`src/rtl/ahb3lite_pkg.sv`:
```
// AHB-Lite transfer encodings and the state type shared by the DMA read master.
package ahb3lite_pkg;

  typedef enum logic [1:0] {
    HTRANS_IDLE   = 2'b00,
    HTRANS_BUSY   = 2'b01,
    HTRANS_NONSEQ = 2'b10,
    HTRANS_SEQ    = 2'b11
  } htrans_e;

  localparam logic [2:0] HSIZE_WORD      = 3'b010;
  localparam logic [2:0] HBURST_INCR     = 3'b001;
  localparam logic [3:0] HPROT_PRIV_DATA = 4'b0011;

  typedef enum logic [2:0] {
    ST_IDLE  = 3'd0,
    ST_ADDR  = 3'd1,
    ST_BURST = 3'd2,
    ST_LAST  = 3'd3,
    ST_ERR   = 3'd4
  } dma_state_e;

  // A beat that lands on a 1 KB boundary has to restart the burst.
  function automatic htrans_e seq_or_nonseq(input logic [9:0] addr_lo);
    return (addr_lo == 10'd0) ? HTRANS_NONSEQ : HTRANS_SEQ;
  endfunction

endpackage

```
`src/rtl/ahb_dma_read_master.sv`:
```
// AHB-Lite DMA read master: fetches RCC_BUFFER_LENGTH words as an INCR burst
// and streams each returned word out on rd_data/rd_valid.
module ahb_dma_read_master
  import ahb3lite_pkg::*;
(
  input  logic        HCLK,
  input  logic        HRESETn,
  input  logic        NewCommandOn,
  input  logic [15:0] RCC_DMA_ADDR_HIGH,
  input  logic [15:0] RCC_DMA_ADDR_LOW,
  input  logic [5:0]  RCC_BUFFER_LENGTH,
  output logic        Master_Done,
  output logic        Master_Error,
  output logic [31:0] HADDR,
  output logic [1:0]  HTRANS,
  output logic        HWRITE,
  output logic [2:0]  HSIZE,
  output logic [2:0]  HBURST,
  output logic [3:0]  HPROT,
  output logic [31:0] HWDATA,
  input  logic [31:0] HRDATA,
  input  logic        HREADY,
  input  logic        HRESP,
  output logic [31:0] rd_data,
  output logic        rd_valid,
  output dma_state_e  dbg_state
);

  // Handshake: an address phase is accepted, and the data phase in flight
  // completes, on any cycle with HREADY=1. HRESP=1 with HREADY=0 opens a
  // two-cycle error response that ends on the following HREADY=1 cycle.

  dma_state_e  state_q, state_d, adv_state;
  htrans_e     htrans_q, htrans_d, adv_trans;
  logic [31:0] haddr_q, haddr_d, adv_addr, next_addr;
  logic [31:0] rd_data_q, rd_data_d;
  logic [5:0]  beats_q, beats_d;
  logic        rd_valid_q, rd_valid_d;
  logic        done_q, done_d;
  logic        error_q, error_d;
  logic        nc_prev_q, nc_prev_d;
  logic        capture;

  assign capture   = NewCommandOn & ~nc_prev_q;
  assign nc_prev_d = NewCommandOn;
  assign next_addr = haddr_q + 32'd4;

  // beats_q counts beats whose address phase has not yet been accepted.
  always_comb begin
    if (beats_q > 6'd1) begin
      adv_state = ST_BURST;
      adv_trans = seq_or_nonseq(next_addr[9:0]);
      adv_addr  = next_addr;
    end else begin
      adv_state = ST_LAST;
      adv_trans = HTRANS_IDLE;
      adv_addr  = haddr_q;
    end
  end

  always_comb begin
    state_d    = state_q;
    htrans_d   = htrans_q;
    haddr_d    = haddr_q;
    beats_d    = beats_q;
    rd_data_d  = rd_data_q;
    rd_valid_d = 1'b0;
    done_d     = 1'b0;
    error_d    = 1'b0;
    case (state_q)
      ST_IDLE: begin
        if (capture) begin
          if (RCC_BUFFER_LENGTH == 6'd0) begin
            done_d = 1'b1;
          end else begin
            state_d  = ST_ADDR;
            htrans_d = HTRANS_NONSEQ;
            haddr_d  = {RCC_DMA_ADDR_HIGH, RCC_DMA_ADDR_LOW} & ~32'd3;
            beats_d  = RCC_BUFFER_LENGTH;
          end
        end
      end
      ST_ADDR: begin
        if (HREADY) begin
          state_d  = adv_state;
          htrans_d = adv_trans;
          haddr_d  = adv_addr;
          beats_d  = beats_q - 6'd1;
        end
      end
      ST_BURST, ST_LAST: begin
        if (HRESP) begin
          htrans_d = HTRANS_IDLE;
          if (HREADY) begin
            state_d = ST_IDLE;
            done_d  = 1'b1;
            error_d = 1'b1;
          end else begin
            state_d = ST_ERR;
          end
        end else if (HREADY) begin
          rd_valid_d = 1'b1;
          rd_data_d  = HRDATA;
          if (state_q == ST_LAST) begin
            state_d = ST_IDLE;
            done_d  = 1'b1;
          end else begin
            state_d  = adv_state;
            htrans_d = adv_trans;
            haddr_d  = adv_addr;
            beats_d  = beats_q - 6'd1;
          end
        end
      end
      ST_ERR: begin
        if (HREADY) begin
          state_d = ST_IDLE;
          done_d  = 1'b1;
          error_d = 1'b1;
        end
      end
      default: state_d = ST_IDLE;
    endcase
  end

  always_ff @(posedge HCLK) begin
    if (!HRESETn) begin
      state_q    <= ST_IDLE;
      htrans_q   <= HTRANS_IDLE;
      haddr_q    <= '0;
      beats_q    <= '0;
      rd_data_q  <= '0;
      rd_valid_q <= 1'b0;
      done_q     <= 1'b0;
      error_q    <= 1'b0;
      nc_prev_q  <= 1'b0;
    end else begin
      state_q    <= state_d;
      htrans_q   <= htrans_d;
      haddr_q    <= haddr_d;
      beats_q    <= beats_d;
      rd_data_q  <= rd_data_d;
      rd_valid_q <= rd_valid_d;
      done_q     <= done_d;
      error_q    <= error_d;
      nc_prev_q  <= nc_prev_d;
    end
  end

  assign HADDR        = haddr_q;
  assign HTRANS       = htrans_q;
  assign HWRITE       = 1'b0;
  assign HSIZE        = HSIZE_WORD;
  assign HBURST       = HBURST_INCR;
  assign HPROT        = HPROT_PRIV_DATA;
  assign HWDATA       = 32'd0;
  assign rd_data      = rd_data_q;
  assign rd_valid     = rd_valid_q;
  assign Master_Done  = done_q;
  assign Master_Error = error_q;
  assign dbg_state    = state_q;

endmodule
```
`config.mk`:
```
export PLATFORM = sky130hd
export DESIGN_NAME = ahb_dma_read_master
export DESIGN_NICKNAME = d
export VERILOG_FILES = /design/src/rtl/ahb3lite_pkg.sv /design/src/rtl/ahb_dma_read_master.sv
export SDC_FILE = /design/constraint.sdc
export NUM_CORES = 1
export LEC_CHECK = 0
export BUFFER_PORTS_ARGS = -buffer_cell sky130_fd_sc_hd__buf_2
export CORE_MARGIN = 1
export CORE_UTILIZATION = 40
export CTS_BUF_LIST = sky130_fd_sc_hd__clkbuf_8
export CTS_CLUSTER_SIZE = 20
export DETAILED_ROUTE_END_ITERATION = 16
export PLACE_DENSITY = 0.69
export SLEW_MARGIN = 40
export SYNTH_ARGS = -nofsm -noshare
export SYNTH_HDL_FRONTEND = slang
export SYNTH_SLANG_ARGS = --single-unit
```
`constraint.sdc`:
```
create_clock -name HCLK -period 2.4 [get_ports HCLK]
set_clock_uncertainty 0.15 [all_clocks]
set_input_delay 0.6 -clock HCLK [delete_from_list [all_inputs] [get_ports HCLK]]
set_output_delay 0.6 -clock HCLK [all_outputs]
set_load 0.05 [all_outputs]
```
Word level (Yosys, flattened, before mapping)
Index checks and enable logic that the tools add are counted.
{ "totals": {"in_bits": 75, "out_inout_bits": 115, "register_bits": 79, "word_cells": 83} }
{ "op_classes": {"eq_ne": 13, "mux": 43, "order_cmp": 1, "bitwise": 5, "n_reduce_logical": 10, "add_sub_neg": 2} }
{ "ops": {"columns": ["cell", "n"], "rows": [
  ["32-bit two-way mux", 7],
  ["32-bit one-hot mux with 3 select lines", 1],
  ["6-bit two-way mux", 6],
  ["32-bit by 3-bit adder with 32-bit output (second input constant)", 1],
  ["3-bit two-way mux", 7],
  ["6-bit one-hot mux with 3 select lines", 1],
  ["2-bit two-way mux", 8],
  ["2-bit inequality test (second input constant)", 7],
  ["3-bit one-hot mux with 4 select lines", 1],
  ["10-bit logical NOT", 1],
  ["1-bit two-way mux", 9],
  ["7-bit AND reduction", 1],
  ["3-bit by 2-bit equality test with 1-bit output (second input constant)", 2],
  ["6-bit by 1-bit > comparator with 1-bit output (second input constant)", 1],
  ["6-bit logical NOT", 1],
  ["3-bit inequality test (second input constant)", 2],
  ["2-bit one-hot mux with 3 select lines", 1],
  ["6-bit AND reduction", 1],
  ["6-bit by 1-bit subtractor with 6-bit output (second input constant)", 1],
  ["5-bit AND reduction", 1],
  ["1-bit NOT", 4],
  ["3-bit by 1-bit equality test with 1-bit output (second input constant)", 1],
  ["3-bit equality test (second input constant)", 1],
  ["3-bit logical NOT", 1],
  ["7 further kinds", 7]
]} }

Longest topological paths before layout
Gate-level depths: netlist (run 1).
{ "depth": {"word_depth": 8, "mapped_depth": 8, "ltp_nobuf": 7} }

Worst setup path after synthesis (run 1)
Ideal clock, no wire load.
{ "synth_path": {"kind": "reg-to-reg", "start": "reg haddr_q[4] (netlist: HADDR[4])", "end": "reg haddr_q[21] (netlist: HADDR[21])", "synth_period_minus_slack_ns": 2.250, "path_stages_with_launch": 8, "required_ns": 2.131, "t_arrival_ns": 1.981, "slack_ns": 0.150, "setup_time_ns": 0.119, "cell_sequence": "dfxtp_1 clkbuf_2 nand3_2 nor4_4 buf_6 nand4_1 o21a_1 o221a_2"} }
{ "synth_via": {"elab_chain_cells": 6, "word_cells_on_any_way": 7, "classes_between": "1 x add/sub; 6 x mux"} }
{ "synth_rtl": {"columns": ["element", "line_no", "text"], "rows": [
  ["start: declaration", "ahb_dma_read_master.sv:35", "logic [31:0] haddr_q, haddr_d, adv_addr, next_addr;"],
  ["start signal: assignment", "ahb_dma_read_master.sv:140", "haddr_q <= haddr_d;"],
  ["32-bit by 3-bit adder with 32-bit output (*)", "ahb_dma_read_master.sv:46", "assign next_addr = haddr_q + 32'd4;"],
  ["32-bit two-way mux (*)", "ahb_dma_read_master.sv:50", "if (beats_q > 6'd1) begin"],
  ["32-bit two-way mux", "ahb_dma_read_master.sv:104", "if (state_q == ST_LAST) begin"],
  ["32-bit two-way mux", "ahb_dma_read_master.sv:101", "end else if (HREADY) begin"],
  ["32-bit two-way mux", "ahb_dma_read_master.sv:92", "if (HRESP) begin"],
  ["32-bit one-hot mux with 3 select lines (*)", "ahb_dma_read_master.sv:70", "case (state_q)"]
]} }
Mark *: on every way between the ends. The rest lies on a longest branch, timed or not. The select of a mux whose other input is x is not followed.
A chain may end at the register's enable or synchronous reset.

Worst setup path in the final report (run 1)
{ "layout_path": {"start": "reg beats_q[0]", "end": "reg haddr_q[8] (netlist: HADDR[8])"} }
{ "layout_via": {"elab_chain_cells": 6, "word_cells_on_any_way": 7, "classes_between": "1 x order compare; 6 x mux"} }
{ "layout_rtl": {"columns": ["element", "line_no", "text"], "rows": [
  ["start: declaration", "ahb_dma_read_master.sv:37", "logic [5:0] beats_q, beats_d;"],
  ["start signal: assignment", "ahb_dma_read_master.sv:141", "beats_q <= beats_d;"],
  ["6-bit by 1-bit > comparator with 1-bit output (*)", "ahb_dma_read_master.sv:50", null],
  ["32-bit two-way mux (*)", "ahb_dma_read_master.sv:50", null],
  ["32-bit two-way mux", "ahb_dma_read_master.sv:104", null],
  ["32-bit two-way mux", "ahb_dma_read_master.sv:101", null],
  ["32-bit two-way mux", "ahb_dma_read_master.sv:92", null],
  ["32-bit one-hot mux with 3 select lines (*)", "ahb_dma_read_master.sv:70", null]
]} }
Marked as above.

==> results.py, run 1 <==
metrics = {
    "floorplan": {
        "fp.coreArea_mm2": 0.0105,
        "die-area_mm2": 0.0113,
        "die_w_um": 106,
        "rows": 37,
        "io_pins": 190,
        "die_y_um": 106,
        "start_util": 0.417,
    },
    "grt": {
        "grt_start_max_net_pins": 50,
        "grt_usage": 0.205,
        "globalRoute.totalOverflow": 0,
        "antenna_found_initial": 1,
        "grt_pass1_wl_mm": 18.7,
        "grt_pass1_vias": 4090,
    },
    "sta": {
        "finalMaxSlewViolations": 0,
        "rsz0062_at_grt": "no",
        "fin_crit_sh": 0.948,
        "hold_violations": 0,
        "worst_pin_slew_ns": 0.535,
        "min_period_ns": 2.28,
        "fmax_mhz": 439,
        "setup_viol": 0,
        "slew_headroom": 0.644,
    },
    "pwr": {
        "power_mw": 5.48,
        "vdd_ir_drop_max_v": 0.000527,
        "powerDensity_mw_per_mm2": 1030,
        "p_leak_nw": 2.37,
    },
    "clocking": {
        "ctsHoldBuffers": 0,
        "numCtsBuffers": 9,
        "htreeDepth": 3,
        "cts_sinks": 77,
        "clk_pin_slew_ns": 0.09,
        "clkLatencyLatePin_ns": 0.35,
        "clk_path_buf_depth": 2,
        "cts_tree": "built",
        "root_buffer": "clkbuf_8",
    },
    "yosys": {
        "async_reset_ff_frac": 0,
        "synth-edff-count": 0,
        "yosys.area.top_type": "dfxtp_1",
        "synth_top_area_frac": 0.354,
        "synth-seq-area-share": 0.354,
        "synth_seq_cells": 77,
        "synthTopCellsByArea": "dfxtp_1 35%, a21oi_1 9.3%, buf_4 8.1%",
        "synth_ff_type": "dfxtp_1",
        "ys_types": 62,
        "ys_warn_count": 0,
        "syn_inst": 559,
        "syn_avg_cell_area_um2": 7.80,
        "syn_area_mm2": 0.00436,
    },
    "status": {
        "status": "completed",
    },
    "placement": {
        "io_buffers": 142,
        "hpwlAfterDp_mm": 8.34,
        "gp_congestion": 0.822,
    },
    "setup_path": {
        "critPathKind": "flip-flop to flip-flop",
        "end_kind": "flip-flop",
        "worst_setup_path_start_kind": "flip-flop",
        "path_max_fanout": 14,
        "arrival_ns": 2.41,
        "worstPathRequired_ns": 2.54,
    },
    "route": {
        "wl_per_cell_um": 13.6,
        "firstDrtPassIters": 5,
        "ant_nets": 0,
        "drt_iter0_markers": 212,
        "num_vias": 4385,
        "drc": 0,
        "drt_wl_total_mm": 11.4,
        "viasPerCell": 5.21,
    },
    "hold_path": {
        "hold_class": "flip-flop to flip-flop",
    },
    "finish": {
        "fill_cells": 1052,
        "drive_gt1_frac": 0.319,
        "final_util": 0.510,
        "syn_to_final_growth_pct": 22.3,
        "nets": 778,
        "diodes": 0,
    },
    "flow_run": {
        "drv_cap": 0,
    },
}
per-stage QoR:
| stage | instances | worst slack, ns | cell area [um2] | TNS (ns) | hold slack, ns |
|---|---|---|---|---|---|
| CTS | 841 | 0.0966 | 5330 | 0 | 0.300 |
| detailed placement | 825 | -0.0627 | 5120 | -0.315 | 0.295 |
| global route | 841 | 0.0157 | 5330 | 0 | 0.303 |
| floorplan | 602 | 0.150 | 4520 | 0 | 0.334 |
| global placement | 825 | -0.0551 | 5120 | -0.242 | 0.289 |
| finish | 841 | 0.124 | 5330 | 0 | 0.306 |
worst paths after layout:
kind	depth (start not counted)	slack (ns)	to	startpoint
max	8	0.12	HADDR[8]	beats_q[0]
max reg2reg	8	0.12	HADDR[8]	beats_q[0]
min reg2reg	2	0.31	rd_data[14]	rd_data[14]
min	2	0.31	rd_data[14]	rd_data[14]
registers in the layout, indices dropped and copies added, names as in the netlist:
register      flops
rd_data          32
HADDR            30
beats_q           6
dbg_state         3
HTRANS            2
Master_Done       1
Master_Error      1
nc_prev_q         1
rd_valid          1
worst max-delay path, cell delays in order, from the launching register on:
cell,delay (ns)
dfxtp_1,0.40
inv_1,0.08
ha_1,0.27
or2_2,0.33
nand2_1,0.13
o2111ai_4,0.19
buf_4,0.25
or2_2,0.30
a21oi_1,0.11
cell families (layout without fill, tap and decap cells):
group / after synthesis / in the layout / share of synthesized area
simple gates: 223 / 223 / 0.258
compound gates: 162 / 162 / 0.244
buf+inv: 89 / 192 / 0.127
flops: 77 / 77 / 0.354
fa+ha+maj: 3 / 3 / 0.00861
mux: 3 / 3 / 0.00689
other cells: 2 / 45 / 0.00172
layout make-up:
class	instances	area [um2]	area share
multi-input combinational	436	2430	0.457
timing repair buffer	172	965	0.181
sequential	77	1540	0.289
clock inverter	7	81.3	0.0153
inverter	4	15.0	0.00282
clock buffer	9	124	0.0232
tap	136	170	0.0319
cell usage after synthesis, types with 2 or more instances:
master	instances
nand2_1	92
a21oi_1	81
dfxtp_1	77
nor2_1	51
buf_4	47
o21ai_0	21
clkbuf_1	19
o221a_2	16
buf_2	14
nand3_1	12
a31oi_1	9
nand4_1	8
and4_1	7
and3_1	6
a41oi_1	5
and2_1	5
or2_0	5
or2_2	5
inv_1	4
nor3b_1	4
a22oi_1	3
buf_6	3
ha_1	3
mux2i_1	3
nor4_1	3
nor4b_1	3
o211ai_1	3
o22ai_1	3
a211oi_1	2
a32oi_1	2
clkbuf_2	2
conb_1	2
nand2b_1	2
nand3_2	2
nor2b_1	2
nor3_1	2
nor3_2	2
nor4_4	2
o21ba_2	2
o31a_1	2
or3_1	2
power by group:
group / switching (mW) / internal (mW)
clock: 0.541 / 0.496
sequential: 0.281 / 1.50
combinational: 1.78 / 0.879
total: 2.61 / 2.88
repair_timing:
item / CTS / global route
gates resized for setup: 0 / 1
buffers inserted: 0 / 0
endpoints found under the setup margin: 0 / 1
layer usage:
layer / track usage / vias to the layer above / wire (um)
li1: - / 2173 / -
met1: 0.238 / 2019 / 4800
met2: 0.354 / 177 / 5520
met3: 0.0625 / 14 / 961
met4: 0.0753 / 2 / 153
met5: 0 / - / 10
layout by cell type (no fill, tap or decap), drive strengths merged, types with 9 or more instances in the layout:
cell type  instances
a21oi             82
a31oi              9
buf              172
clkbuf             9
conb              45
dfxtp             77
nand2             92
nand3             14
nand4              9
nor2              51
o21ai             22
o221a             16
or2               11
Note: power is estimated with default switching activity, not from simulation.
==> run 2: changes to the inputs <==
--- a/config.mk
+++ b/config.mk
@@ -8,10 +8,9 @@
 export BUFFER_PORTS_ARGS = -buffer_cell sky130_fd_sc_hd__buf_2
 export CORE_MARGIN = 1
 export CORE_UTILIZATION = 40
-export CTS_BUF_LIST = sky130_fd_sc_hd__clkbuf_8
 export CTS_CLUSTER_SIZE = 20
 export DETAILED_ROUTE_END_ITERATION = 16
-export PLACE_DENSITY = 0.69
+export PLACE_DENSITY = 0.72
 export SLEW_MARGIN = 40
 export SYNTH_ARGS = -nofsm -noshare
 export SYNTH_HDL_FRONTEND = slang
==> constraint.sdc (replaced) <==
create_clock -name HCLK -period 1.93 [get_ports HCLK]
set_clock_uncertainty 0.15 [all_clocks]
set_input_delay 0.4825 -clock HCLK [delete_from_list [all_inputs] [get_ports HCLK]]
set_output_delay 0.4825 -clock HCLK [all_outputs]
set_load 0.05 [all_outputs]
==> results.py, run 2 (synthesis gave the netlist of run 1 again) <==
metrics = {
    "status": {
        "status": "finished, violations left",
        "violations": "setup timing",
    },
    "pwr": {
        "p_leak_nw": 2.78,
        "powerDensity_mw_per_mm2": 1300,
        "power_mw": 8.11,
        "vdd_ir_drop_max_v": 0.000737,
    },
    "clocking": {
        "clk_pin_slew_ns": 0.10,
        "clk_path_buf_depth": 2,
        "root_buffer": "clkbuf_8",
        "cts_sinks": 77,
        "cts_tree": "built",
        "numCtsBuffers": 9,
        "clkLatencyLatePin_ns": 0.37,
        "htreeDepth": 3,
    },
    "hold_path": {
        "hold_class": "primary input to flip-flop",
        "hold_end": "dbg_state[2]",
        "hold_depth": 2,
        "hp-start": "HREADY",
    },
    "sta": {
        "setup_viol": 30,
        "fmax_mhz": 483,
        "whs_ns": 0.177,
        "fin_crit_sh": 1.07,
        "fin_setup_tns_ns": -2.34,
        "hold_violations": 0,
        "setup_ws_ns": -0.142,
        "rsz0062_at_grt": "yes",
        "finalMaxSlewViolations": 0,
        "min_period_ns": 2.07,
    },
    "floorplan": {
        "io_pins": 190,
        "start_util": 0.417,
        "rows": 37,
        "die_y_um": 106,
        "die_w_um": 106,
        "fp.coreArea_mm2": 0.0105,
        "die-area_mm2": 0.0113,
    },
    "finish": {
        "mostFrequentLayoutCells": "141 x buf_2, 91 x nand2_1, 69 x a21oi_1, 59 x buf_4, 49 x nor2_1",
        "drive_gt1_frac": 0.443,
        "largest_reg_flops": 32,
        "seq_area_mm2": 0.00160,
        "fill_cells": 933,
        "final_util": 0.595,
        "final_common_cell": "buf_2",
        "diodes": 0,
        "syn_to_final_growth_pct": 42.8,
        "nets": 829,
        "multi_input_area_mm2": 0.00274,
    },
    "setup_path": {
        "arrival_ns": 2.23,
        "cpPeakStageDelay_ns": 0.41,
        "worstPathRequired_ns": 2.09,
        "worst_setup_path_start_kind": "flip-flop",
        "critPathKind": "flip-flop to flip-flop",
        "path_max_fanout": 6,
        "reg2regPathDepth": 8,
        "r2r-end": "HADDR[21]",
        "crit_chain": "or3b_4 -> a21oi_4 -> o2111ai_4 -> buf_12 -> buf_12 -> buf_6 -> a21oi_4 -> o221a_2",
        "r2r_start": "dbg_state[0]",
        "rrSetupSlack_ns": -0.14,
        "critical_path.top_delay_family": "compound AO/OA/AOI/OAI gates",
        "crit_buf_inv": 3,
        "slowest_stage": "or3b_4",
        "end_kind": "flip-flop",
    },
    "route": {
        "drc": 0,
        "drt_iter0_markers": 214,
        "wl_per_cell_um": 14.6,
        "drt_wl_total_mm": 13.0,
        "num_vias": 4700,
        "ant_nets": 0,
        "firstDrtPassIters": 6,
        "viasPerCell": 5.27,
    },
    "grt": {
        "grt_pass1_wl_mm": 20.9,
        "antenna_found_initial": 2,
        "grt_pass1_vias": 4464,
        "globalRoute.totalOverflow": 0,
        "grt_start_max_net_pins": 51,
        "grt_usage": 0.229,
    },
    "flow_run": {
        "drv_cap": 0,
    },
    "placement": {
        "gp_congestion": 0.896,
        "io_buffers": 142,
        "hpwlAfterDp_mm": 8.81,
    },
}
run 2: changes by cell type in the layout (fill, tap and decap cells not counted), sizes merged:
cell,change
inv,+2
bufinv,-1
clkinvlp,-1
o2111ai,+1
buf,+49
clkbuf,+1
run 2: final cells by class:
type                       count  area share
tap                          136      0.0273
clock buffer                   9      0.0199
timing repair buffer         222       0.241
clock inverter                 7      0.0123
multi-input combinational    437       0.440
sequential                    77       0.257
inverter                       4     0.00241
run 2: per-layer routing:
layer,routed length [um],global-route usage
met5,25,0
met4,238,0.0773
met3,971,0.0582
met2,6380,0.403
met1,5390,0.270
run 2: power by group:
group | switching (mW) | internal [mW] | leakage (nW)
Clock | 0.743 | 0.517 | 0.103
Sequential | 0.349 | 1.93 | 0.642
Combinational | 2.69 | 1.88 | 2.03
Total | 3.78 | 4.33 | 2.78
run 2: through the flow:
stage               setup WS [ns]  cell area, um2  instances
floorplan                 -0.0170            4650        602
global placement           -0.367            5510        856
detailed placement         -0.381            5510        856
CTS                        -0.122            6040        882
global route               -0.209            6220        892
finish                     -0.142            6220        892
run 2: worst max path at each step:
stage	startpoint	endpoint	slack, ns	depth (start not counted)
after floorplan	HADDR[7]	HADDR[21]	-0.02	6
after global placement	NewCommandOn	HADDR[30]	-0.37	8
after detailed placement	NewCommandOn	HADDR[30]	-0.38	8
after CTS	dbg_state[0]	HADDR[17]	-0.12	7
after global routing	dbg_state[0]	HADDR[30]	-0.21	8
final	dbg_state[0]	HADDR[21]	-0.14	8
run 2: what timing repair did:
action,in CTS,in global routing
setup endpoints to repair,33,32
resized for setup,42,32
cloned,4,0
hold buffers,0,0
pin swaps,31,22
setup buffers,6,10
